$ cat src/rtl/dp_pkg.sv
// Shared types, default widths and the parity helper for the data-plane FIFO block.
package dp_pkg;

  localparam int DP_DATA_W       = 16;
  localparam int DP_ID_W         = 16;
  localparam int DP_DEPTH        = 8;
  localparam int DP_PARITY_MAX_W = 64;

  typedef enum logic [1:0] {
    IDLE = 2'd0,
    SEND = 2'd1,
    DONE = 2'd2
  } tx_state_t;

  // Callers zero-extend narrower vectors; zero bits do not change the XOR.
  function automatic logic dp_parity(input logic [DP_PARITY_MAX_W-1:0] vec);
    return ^vec;
  endfunction

endpackage

$ cat src/rtl/dp_fifo.sv
// First-word-fall-through FIFO with full/empty/count; used for both the TX and RX queues.
module dp_fifo #(
  parameter int WIDTH = 16,
  parameter int DEPTH = 8
) (
  input  logic                     clk,
  input  logic                     rst,
  input  logic                     push,
  input  logic [WIDTH-1:0]         wr_data,
  input  logic                     pop,
  output logic [WIDTH-1:0]         rd_data,
  output logic                     full,
  output logic                     empty,
  output logic [$clog2(DEPTH):0]   count
);

  localparam int AW = $clog2(DEPTH);
  localparam int CW = AW + 1;

  logic [WIDTH-1:0] mem [DEPTH];

  logic [AW-1:0] wr_ptr_q, wr_ptr_d;
  logic [AW-1:0] rd_ptr_q, rd_ptr_d;
  logic [CW-1:0] count_q, count_d;
  logic          do_push;
  logic          do_pop;

  assign full  = (count_q == CW'(DEPTH));
  assign empty = (count_q == '0);
  assign count = count_q;

  // A pop frees the slot in the same cycle, so a full FIFO still takes a push alongside a pop.
  assign do_pop  = pop && !empty;
  assign do_push = push && (!full || do_pop);

  always_comb begin
    wr_ptr_d = wr_ptr_q;
    rd_ptr_d = rd_ptr_q;
    count_d  = count_q;
    if (do_push) begin
      wr_ptr_d = wr_ptr_q + 1'b1;
    end
    if (do_pop) begin
      rd_ptr_d = rd_ptr_q + 1'b1;
    end
    count_d = count_q + CW'(do_push) - CW'(do_pop);
  end

  always_ff @(posedge clk) begin
    if (rst) begin
      wr_ptr_q <= '0;
      rd_ptr_q <= '0;
      count_q  <= '0;
    end else begin
      wr_ptr_q <= wr_ptr_d;
      rd_ptr_q <= rd_ptr_d;
      count_q  <= count_d;
    end
  end

  always_ff @(posedge clk) begin
    if (do_push) begin
      mem[wr_ptr_q] <= wr_data;
    end
  end

  assign rd_data = mem[rd_ptr_q];

endmodule

$ cat src/rtl/data_plane_fifo.sv
// Data-plane TX/RX queues with destination addressing and overflow reporting.
// Optional parity generation/checking is enabled by defining DATA_PLANE_PARITY_EN.
module data_plane_fifo
  import dp_pkg::*;
#(
  parameter int DATA_W = DP_DATA_W,
  parameter int ID_W   = DP_ID_W,
  parameter int DEPTH  = DP_DEPTH,
  localparam int PKT_W = ID_W + DATA_W,
  localparam int CW    = $clog2(DEPTH) + 1
) (
  input  logic              clk,
  input  logic              rst,
  input  logic [ID_W-1:0]   node_id,
  input  logic              gpp_trf_dp,
  input  logic [DATA_W-1:0] gpp_tx_data,
  input  logic [ID_W-1:0]   tx_dest_id,
  input  logic              data_tx_flag,
  output logic [PKT_W-1:0]  data_tx_packet,
  output logic              data_tx_valid,
  output logic              data_tx_complete_flag,
  output logic              tx_full,
  output logic [CW-1:0]     tx_count,
  output logic              tx_overflow,
  input  logic [PKT_W-1:0]  data_rx_packet,
  input  logic              data_rx_valid,
  input  logic              gpp_rtr_dp,
  output logic [DATA_W-1:0] RAM_rx_data_out,
  output logic              rx_empty,
  output logic              data_rx_complete_flag,
  output logic              rx_overflow,
  output logic              data_tx_parity,
  input  logic              data_rx_parity,
  output logic [7:0]        rx_err_count
);

  // ---------------- TX path ----------------
  tx_state_t         state_q, state_d;
  logic [ID_W-1:0]   dest_q, dest_d;
  logic [PKT_W-1:0]  tx_pkt_q, tx_pkt_d;
  logic              tx_valid_q, tx_valid_d;
  logic              tx_done_q, tx_done_d;
  logic              tx_ovf_q, tx_ovf_d;
  logic              tx_par_q, tx_par_d;

  logic [DATA_W-1:0] tx_head;
  logic              tx_full_w;
  logic              tx_empty_w;
  logic [CW-1:0]     tx_count_w;
  logic              tx_pop;
  logic              tx_push_ok;

  assign tx_pop     = (state_q == SEND);
  assign tx_push_ok = gpp_trf_dp && (!tx_full_w || tx_pop);

  dp_fifo #(
    .WIDTH (DATA_W),
    .DEPTH (DEPTH)
  ) u_tx_fifo (
    .clk     (clk),
    .rst     (rst),
    .push    (gpp_trf_dp),
    .wr_data (gpp_tx_data),
    .pop     (tx_pop),
    .rd_data (tx_head),
    .full    (tx_full_w),
    .empty   (tx_empty_w),
    .count   (tx_count_w)
  );

  always_comb begin
    state_d    = state_q;
    dest_d     = dest_q;
    tx_pkt_d   = tx_pkt_q;
    tx_valid_d = 1'b0;
    tx_done_d  = 1'b0;
    tx_ovf_d   = tx_ovf_q | (gpp_trf_dp && tx_full_w && !tx_pop);
    case (state_q)
      IDLE: begin
        if (data_tx_flag) begin
          if (!tx_empty_w) begin
            dest_d  = tx_dest_id;
            state_d = SEND;
          end else begin
            state_d = DONE;
          end
        end
      end
      SEND: begin
        tx_valid_d = 1'b1;
        tx_pkt_d   = {dest_q, tx_head};
        // A push landing on the last word keeps the burst going.
        if ((tx_count_w == CW'(1)) && !tx_push_ok) begin
          state_d = DONE;
        end
      end
      DONE: begin
        tx_done_d = 1'b1;
        state_d   = IDLE;
      end
      default: state_d = IDLE;
    endcase
`ifdef DATA_PLANE_PARITY_EN
    tx_par_d = dp_parity(DP_PARITY_MAX_W'(tx_pkt_d));
`else
    tx_par_d = 1'b0;
`endif
  end

  always_ff @(posedge clk) begin
    if (rst) begin
      state_q    <= IDLE;
      dest_q     <= '0;
      tx_pkt_q   <= '0;
      tx_valid_q <= 1'b0;
      tx_done_q  <= 1'b0;
      tx_ovf_q   <= 1'b0;
      tx_par_q   <= 1'b0;
    end else begin
      state_q    <= state_d;
      dest_q     <= dest_d;
      tx_pkt_q   <= tx_pkt_d;
      tx_valid_q <= tx_valid_d;
      tx_done_q  <= tx_done_d;
      tx_ovf_q   <= tx_ovf_d;
      tx_par_q   <= tx_par_d;
    end
  end

  assign data_tx_packet        = tx_pkt_q;
  assign data_tx_valid         = tx_valid_q;
  assign data_tx_complete_flag = tx_done_q;
  assign data_tx_parity        = tx_par_q;
  assign tx_full               = tx_full_w;
  assign tx_count              = tx_count_w;
  assign tx_overflow           = tx_ovf_q;

  // ---------------- RX path ----------------
  logic              rx_match;
  logic              rx_par_ok;
  logic              rx_accept;
  logic              rx_pop;
  logic              rx_full_w;
  logic              rx_empty_w;
  logic [CW-1:0]     rx_count_unused;
  logic              rx_ovf_q, rx_ovf_d;
  logic              rx_run_q, rx_run_d;
  logic              rx_done_q, rx_done_d;
  logic [7:0]        rx_err_q, rx_err_d;

  assign rx_match = data_rx_valid && (data_rx_packet[PKT_W-1:DATA_W] == node_id);

`ifdef DATA_PLANE_PARITY_EN
  assign rx_par_ok = (dp_parity(DP_PARITY_MAX_W'(data_rx_packet)) == data_rx_parity);
`else
  logic unused_rx_parity;
  assign unused_rx_parity = data_rx_parity;
  assign rx_par_ok        = 1'b1;
`endif

  assign rx_accept = rx_match && rx_par_ok;
  assign rx_pop    = gpp_rtr_dp && !rx_empty_w;

  dp_fifo #(
    .WIDTH (DATA_W),
    .DEPTH (DEPTH)
  ) u_rx_fifo (
    .clk     (clk),
    .rst     (rst),
    .push    (rx_accept),
    .wr_data (data_rx_packet[DATA_W-1:0]),
    .pop     (gpp_rtr_dp),
    .rd_data (RAM_rx_data_out),
    .full    (rx_full_w),
    .empty   (rx_empty_w),
    .count   (rx_count_unused)
  );

  always_comb begin
    rx_ovf_d  = rx_ovf_q | (rx_accept && rx_full_w && !rx_pop);
    // The run remembers whether anything was accepted since valid last went low.
    rx_run_d  = data_rx_valid ? (rx_run_q | rx_accept) : 1'b0;
    rx_done_d = !data_rx_valid && rx_run_q;
    rx_err_d  = rx_err_q;
`ifdef DATA_PLANE_PARITY_EN
    if (rx_match && !rx_par_ok && (rx_err_q != 8'hFF)) begin
      rx_err_d = rx_err_q + 8'd1;
    end
`else
    rx_err_d = 8'd0;
`endif
  end

  always_ff @(posedge clk) begin
    if (rst) begin
      rx_ovf_q  <= 1'b0;
      rx_run_q  <= 1'b0;
      rx_done_q <= 1'b0;
      rx_err_q  <= 8'd0;
    end else begin
      rx_ovf_q  <= rx_ovf_d;
      rx_run_q  <= rx_run_d;
      rx_done_q <= rx_done_d;
      rx_err_q  <= rx_err_d;
    end
  end

  assign rx_empty              = rx_empty_w;
  assign rx_overflow           = rx_ovf_q;
  assign data_rx_complete_flag = rx_done_q;
  assign rx_err_count          = rx_err_q;

endmodule

$ cat config.mk
export PLATFORM = sky130hd
export DESIGN_NAME = data_plane_fifo
export DESIGN_NICKNAME = d
export VERILOG_FILES = /design/src/rtl/dp_pkg.sv /design/src/rtl/dp_fifo.sv /design/src/rtl/data_plane_fifo.sv
export SDC_FILE = /design/constraint.sdc
export NUM_CORES = 1
export LEC_CHECK = 0
export CORE_ASPECT_RATIO = 1.25
export CORE_MARGIN = 2
export CORE_UTILIZATION = 56
export CTS_CLUSTER_SIZE = 10
export DETAILED_ROUTE_END_ITERATION = 8
export GPL_TIMING_DRIVEN = 0
export PLACE_DENSITY_LB_ADDON = 0.12
export SLEW_MARGIN = 20
export SYNTH_ARGS = -nofsm -noshare
export SYNTH_HDL_FRONTEND = slang
export SYNTH_SLANG_ARGS = --single-unit
$ cat constraint.sdc
create_clock -name clk -period 4.4 [get_ports clk]
set_input_delay 0.66 -clock clk [delete_from_list [all_inputs] [get_ports clk]]
set_output_delay 0.66 -clock clk [all_outputs]
set_load 0.05 [all_outputs]
==> out/metrics.sh, run 1 <==
OUTCOME='finished clean'
FP.DIEAREA_UM2=24500
DRC=0
POWER_DENSITY_nW_PER_UM2=565
WORST_SETUP_PATH_END_KIND='primary output'
CTS.SINKS=335
MAX_FREQ_MHz=269
END_OF_THE_WORST_REGISTER_TO_REGISTER_PATH='u_tx_fifo.mem[3][13]$_DFFE_PP_'
GRT.TOTAL_USAGE=0.233
DIE-WIDTH_UM=141
GRT_PASS1_WL_UM=42700
AREA_DELTA_SYNTH_FINAL_PCT=24.3
YS_ASYNC_SR_FRACTION=0
DPL_CELLS=1226
WORST_SLACK_AT_PLACEMENT_NS=0.681
YS_SEQ_ELEMENTS=335
CTS_TREE='done'
REG2REG_SLACK_NS=1.32
TIMING_HOLD_VIOLATIONS_FINAL=0
HOLD_CLASS='reg2reg'
BOUNDARYPINS=155
NUMBER_OF_BUFFERS_CREATED_BY_CTS=39
NUMBER_OF_BUFFERS_ON_THE_LONGEST_CLOCK_PATH=3
SYNTH_EDF_COUNT=256
TOTAL_LEAKAGE_POWER_nW=5.37
PIN_COUNT_OF_THE_BIGGEST_NET_ENTERING_GLOBAL_ROUTING=17
ROUTE.DETAILED.WL_PER_INST_UM=21.6
CTSHTREEMAXLEVEL=2
ROUTE.ANTENNA.REMAINING_NETS=0
GRT_SETUP_UNREPAIRED='no'
NETS=1084
TIMING.FINAL.WS_SETUP_NS=0.688
CLK_PIN_SLEW_NS=0.05
SETUP_VIOLATIONS=0
FP.COREAREA_UM2=23000
DRTITER0DRC=416
FINAL_CELL_AREA_UM2=16200
NFILLCELLS=1503
WORST_PIN_SLEW_NS=1.03
R2R_CELLS=10
TIMING.HOLD.WORST_ENDPOINT='data_tx_packet[18]$_SDFFE_PP0N_'
WIRELENGTH_UM=28000
LAYOUT-DRIVE-GT1-SHARE=0.180
PLACEDINSTANCEAREA_UM2=15100
SYNTH_TOP_FLOP_CELL='sky130_fd_sc_hd__edfxtp_1'
DETAILED_PLACE_HPWL_UM=19400
GLOBALPLACE.CONGESTION=0.781
DRT-VIAS-PER-INSTANCE=5.64
CPLARGESTDELAYFAMILY='buffers and inverters'
PORT-BUFFER-COUNT=144
LAYOUT.CELLS.MOST_COMMON_LIST='sky130_fd_sc_hd__edfxtp_1, sky130_fd_sc_hd__clkdlybuf4s50_1, sky130_fd_sc_hd__dfxtp_1'
SYNTHCELLS=766
CP_CELL_SEQUENCE='clkbuf_1 -> buf_2 -> mux4_2 -> mux2_2 -> clkdlybuf4s50_1'
HOLDBUFCOUNTCTS=0
INITIAL_ANTENNA_VIOLATION_COUNT=1
CTS.ROOT.BUFFER_CELL='sky130_fd_sc_hd__clkbuf_16'
REG2REG_FROM='u_tx_fifo.count[3]$_SDFF_PP0_'
YS_WARN_COUNT=0
WORST_PATH_BUF_INV=3
TIMING.FINAL.CRIT_SHARE=0.844
WORST-ENDPOINT-ARRIVAL_NS=3.05
WORST_HOLD_STARTPOINT='dest_q[2]$_SDFFE_PP0P_'
FLOORPLAN.INITIALDENSITY=0.568
PERIOD_MINUS_SLACK_NS=3.71
CP_LAUNCH_TYPE='register'
CRIT_FANOUT=10
ROWS=62
MOSTFREQUENTLAYOUTCELL='sky130_fd_sc_hd__edfxtp_1'
TIMING.SLEW.HEADROOM=0.310
SYNTHESIS.AREA_UM2=13000
FINISH.CELL_COUNT_WITHOUT_FILLERS=1298
CRITPATHMAXSTAGEDELAY_NS=0.70
CTS_SETUP_BUFFERS=0
VDD_DROP_MAX_V=0.000470
CLOCK_LATENCY_NS=0.52
YOSYSSEQAREASHARE=0.711
SYN_AVG_CELL_AREA_UM2=17.0
MAXCAPVIOLCOUNT=0
POSTCTSRESIZEDCELLS=0
TIMING.SETUP.CRITICAL_PATH_CLASS='reg2out'
GRT_REMAINING_OVERFLOW=0
WHS_PATH_DEPTH=2
MAXIMUM_CLOCK_SKEW_AT_FINAL_LAYOUT_NS=0.0222
MAXSLEWVIOLCOUNT=0
CP.REQUIRED_NS=3.74
DETAIL_ROUTE.FIRST_PASS.ITERATIONS=5
GRT_PASS1_VIAS=7738
REPORT.POWER.TOTAL_mW=9.16
ROUTED-VIA-COUNT=7325
SYNTH_CELL_TYPE_COUNT=59
CRIT_PATH_TOP_DELAY_CELL='sky130_fd_sc_hd__clkdlybuf4s50_1'
DIEHEIGHT_UM=175
==> layer usage <==
layer / track usage / vias up / wire [µm]
met2: 0.429 / 238 / 15300
met4: 0.0892 / 0 / 934
li1: - / 3349 / -
met1: 0.265 / 3667 / 9970
met5: 0 / - / 0
met3: 0.0504 / 71 / 1840
==> layout make-up <==
class	count	area (µm²)	area share
repair buffers	164	1620	0.100
inverters	20	75.1	0.00463
clock inverters	4	33.8	0.00208
plain buffers	48	240	0.0148
flip-flops and latches	335	9270	0.572
multi-input cells	371	3530	0.218
diodes	1	2.50	0.000154
well taps	288	360	0.0222
clock buffers	67	1080	0.0667
==> tightest hold or removal path, cell delays in order, from the launching register on <==
cell                      delay (ns)
sky130_fd_sc_hd__dfxtp_1        0.31
sky130_fd_sc_hd__nand2_1        0.05
sky130_fd_sc_hd__a21oi_1        0.05
==> synthesized netlist by cell type, types with 16 or more instances <==
cell type / instances / area share
sky130_fd_sc_hd__edfxtp_1: 256 / 0.59
sky130_fd_sc_hd__dfxtp_1: 79 / 0.12
sky130_fd_sc_hd__nand2_1: 75 / 0.022
sky130_fd_sc_hd__mux4_2: 64 / 0.11
sky130_fd_sc_hd__a21oi_1: 38 / 0.015
sky130_fd_sc_hd__nor2_1: 37 / 0.011
sky130_fd_sc_hd__clkbuf_1: 22 / 0.0063
sky130_fd_sc_hd__inv_1: 19 / 0.0055
sky130_fd_sc_hd__mux2i_1: 18 / 0.014
sky130_fd_sc_hd__a211oi_1: 16 / 0.0092
sky130_fd_sc_hd__ha_1: 16 / 0.015
sky130_fd_sc_hd__mux2_2: 16 / 0.014
==> state kept, by name (all words and copies together), names as in the netlist, named ones only <==
register	flops
data_rx_complete_flag	1
data_tx_complete_flag	1
data_tx_packet	32
data_tx_valid	1
dest_q	16
rx_overflow	1
rx_run_q	1
state_q	2
tx_overflow	1
u_rx_fifo.count	4
u_rx_fifo.mem	128
u_rx_fifo.rd_ptr_q	3
u_rx_fifo.wr_ptr_q	3
u_tx_fifo.count	4
u_tx_fifo.mem	128
u_tx_fifo.rd_ptr_q	3
u_tx_fifo.wr_ptr_q	3
==> per-stage QoR <==
step	hold WS, ns	util	TNS, ns
floorplan	0.432	-	0
global placement	0.437	0.648	-27.74
detailed placement	0.449	0.657	0
CTS	0.449	0.706	0
global route	0.468	0.706	0
finish	0.448	0.706	0
==> worst max path at each step <==
| stage | startpoint | to | slack (ns) | cells after the start |
|---|---|---|---|---|
| after global routing | register | RAM_rx_data_out[5] | 0.50 | 5 |
| after floorplan | u_tx_fifo.count[2]$_SDFF_PP0_ | u_tx_fifo.mem[2][0]$_DFFE_PP_ | 0.63 | 6 |
| after detailed placement | node_id[3] | u_rx_fifo.mem[7][8]$_DFFE_PP_ | 0.68 | 7 |
| after CTS | register | RAM_rx_data_out[10] | 0.62 | 5 |
| final | register | RAM_rx_data_out[10] | 0.69 | 5 |
| after global placement | gpp_trf_dp | u_tx_fifo.mem[2][13]$_DFFE_PP_ | -0.95 | 3 |
==> where the power goes <==
group          internal, mW  total [mW]  switching, mW
registers              3.66        3.80          0.142
logic                  1.04        2.52           1.47
clock network          1.67        2.84           1.17
total                  6.36        9.16           2.79
==> logic make-up (layout without fill, tap and decap cells) <==
kind of cell               after synthesis  count (layout)  synth area share
adders and majority gates               18              18            0.0184
AOI/OAI and AO/OA                       68              68            0.0324
DFF                                    335             335             0.711
and+or+nand+nor                        154             154            0.0596
xor gates and xnor gates                23              23            0.0154
other                                    1              10          0.000288
buffers and inverters                   68             303            0.0242
muxes                                   99              99             0.139
Power figures use the tool's default switching activity.
==> run 2, diff against run 1 <==
clock period = 3.83 ns   (was 4.4 ns; I/O delays follow)
==> results of run 2 <==
The final DEF is identical to that of run 1. Status: finished clean.
Main changes from that run: setup slack after placement 0.681 ns -> 0.197 ns; setup slack after layout 0.688 ns -> 0.203 ns; register-to-register setup slack 1.32 ns -> 0.75 ns; total power 9.16 mW -> 10.5 mW; worst IR drop on VDD 0.000470 V -> 0.000540 V
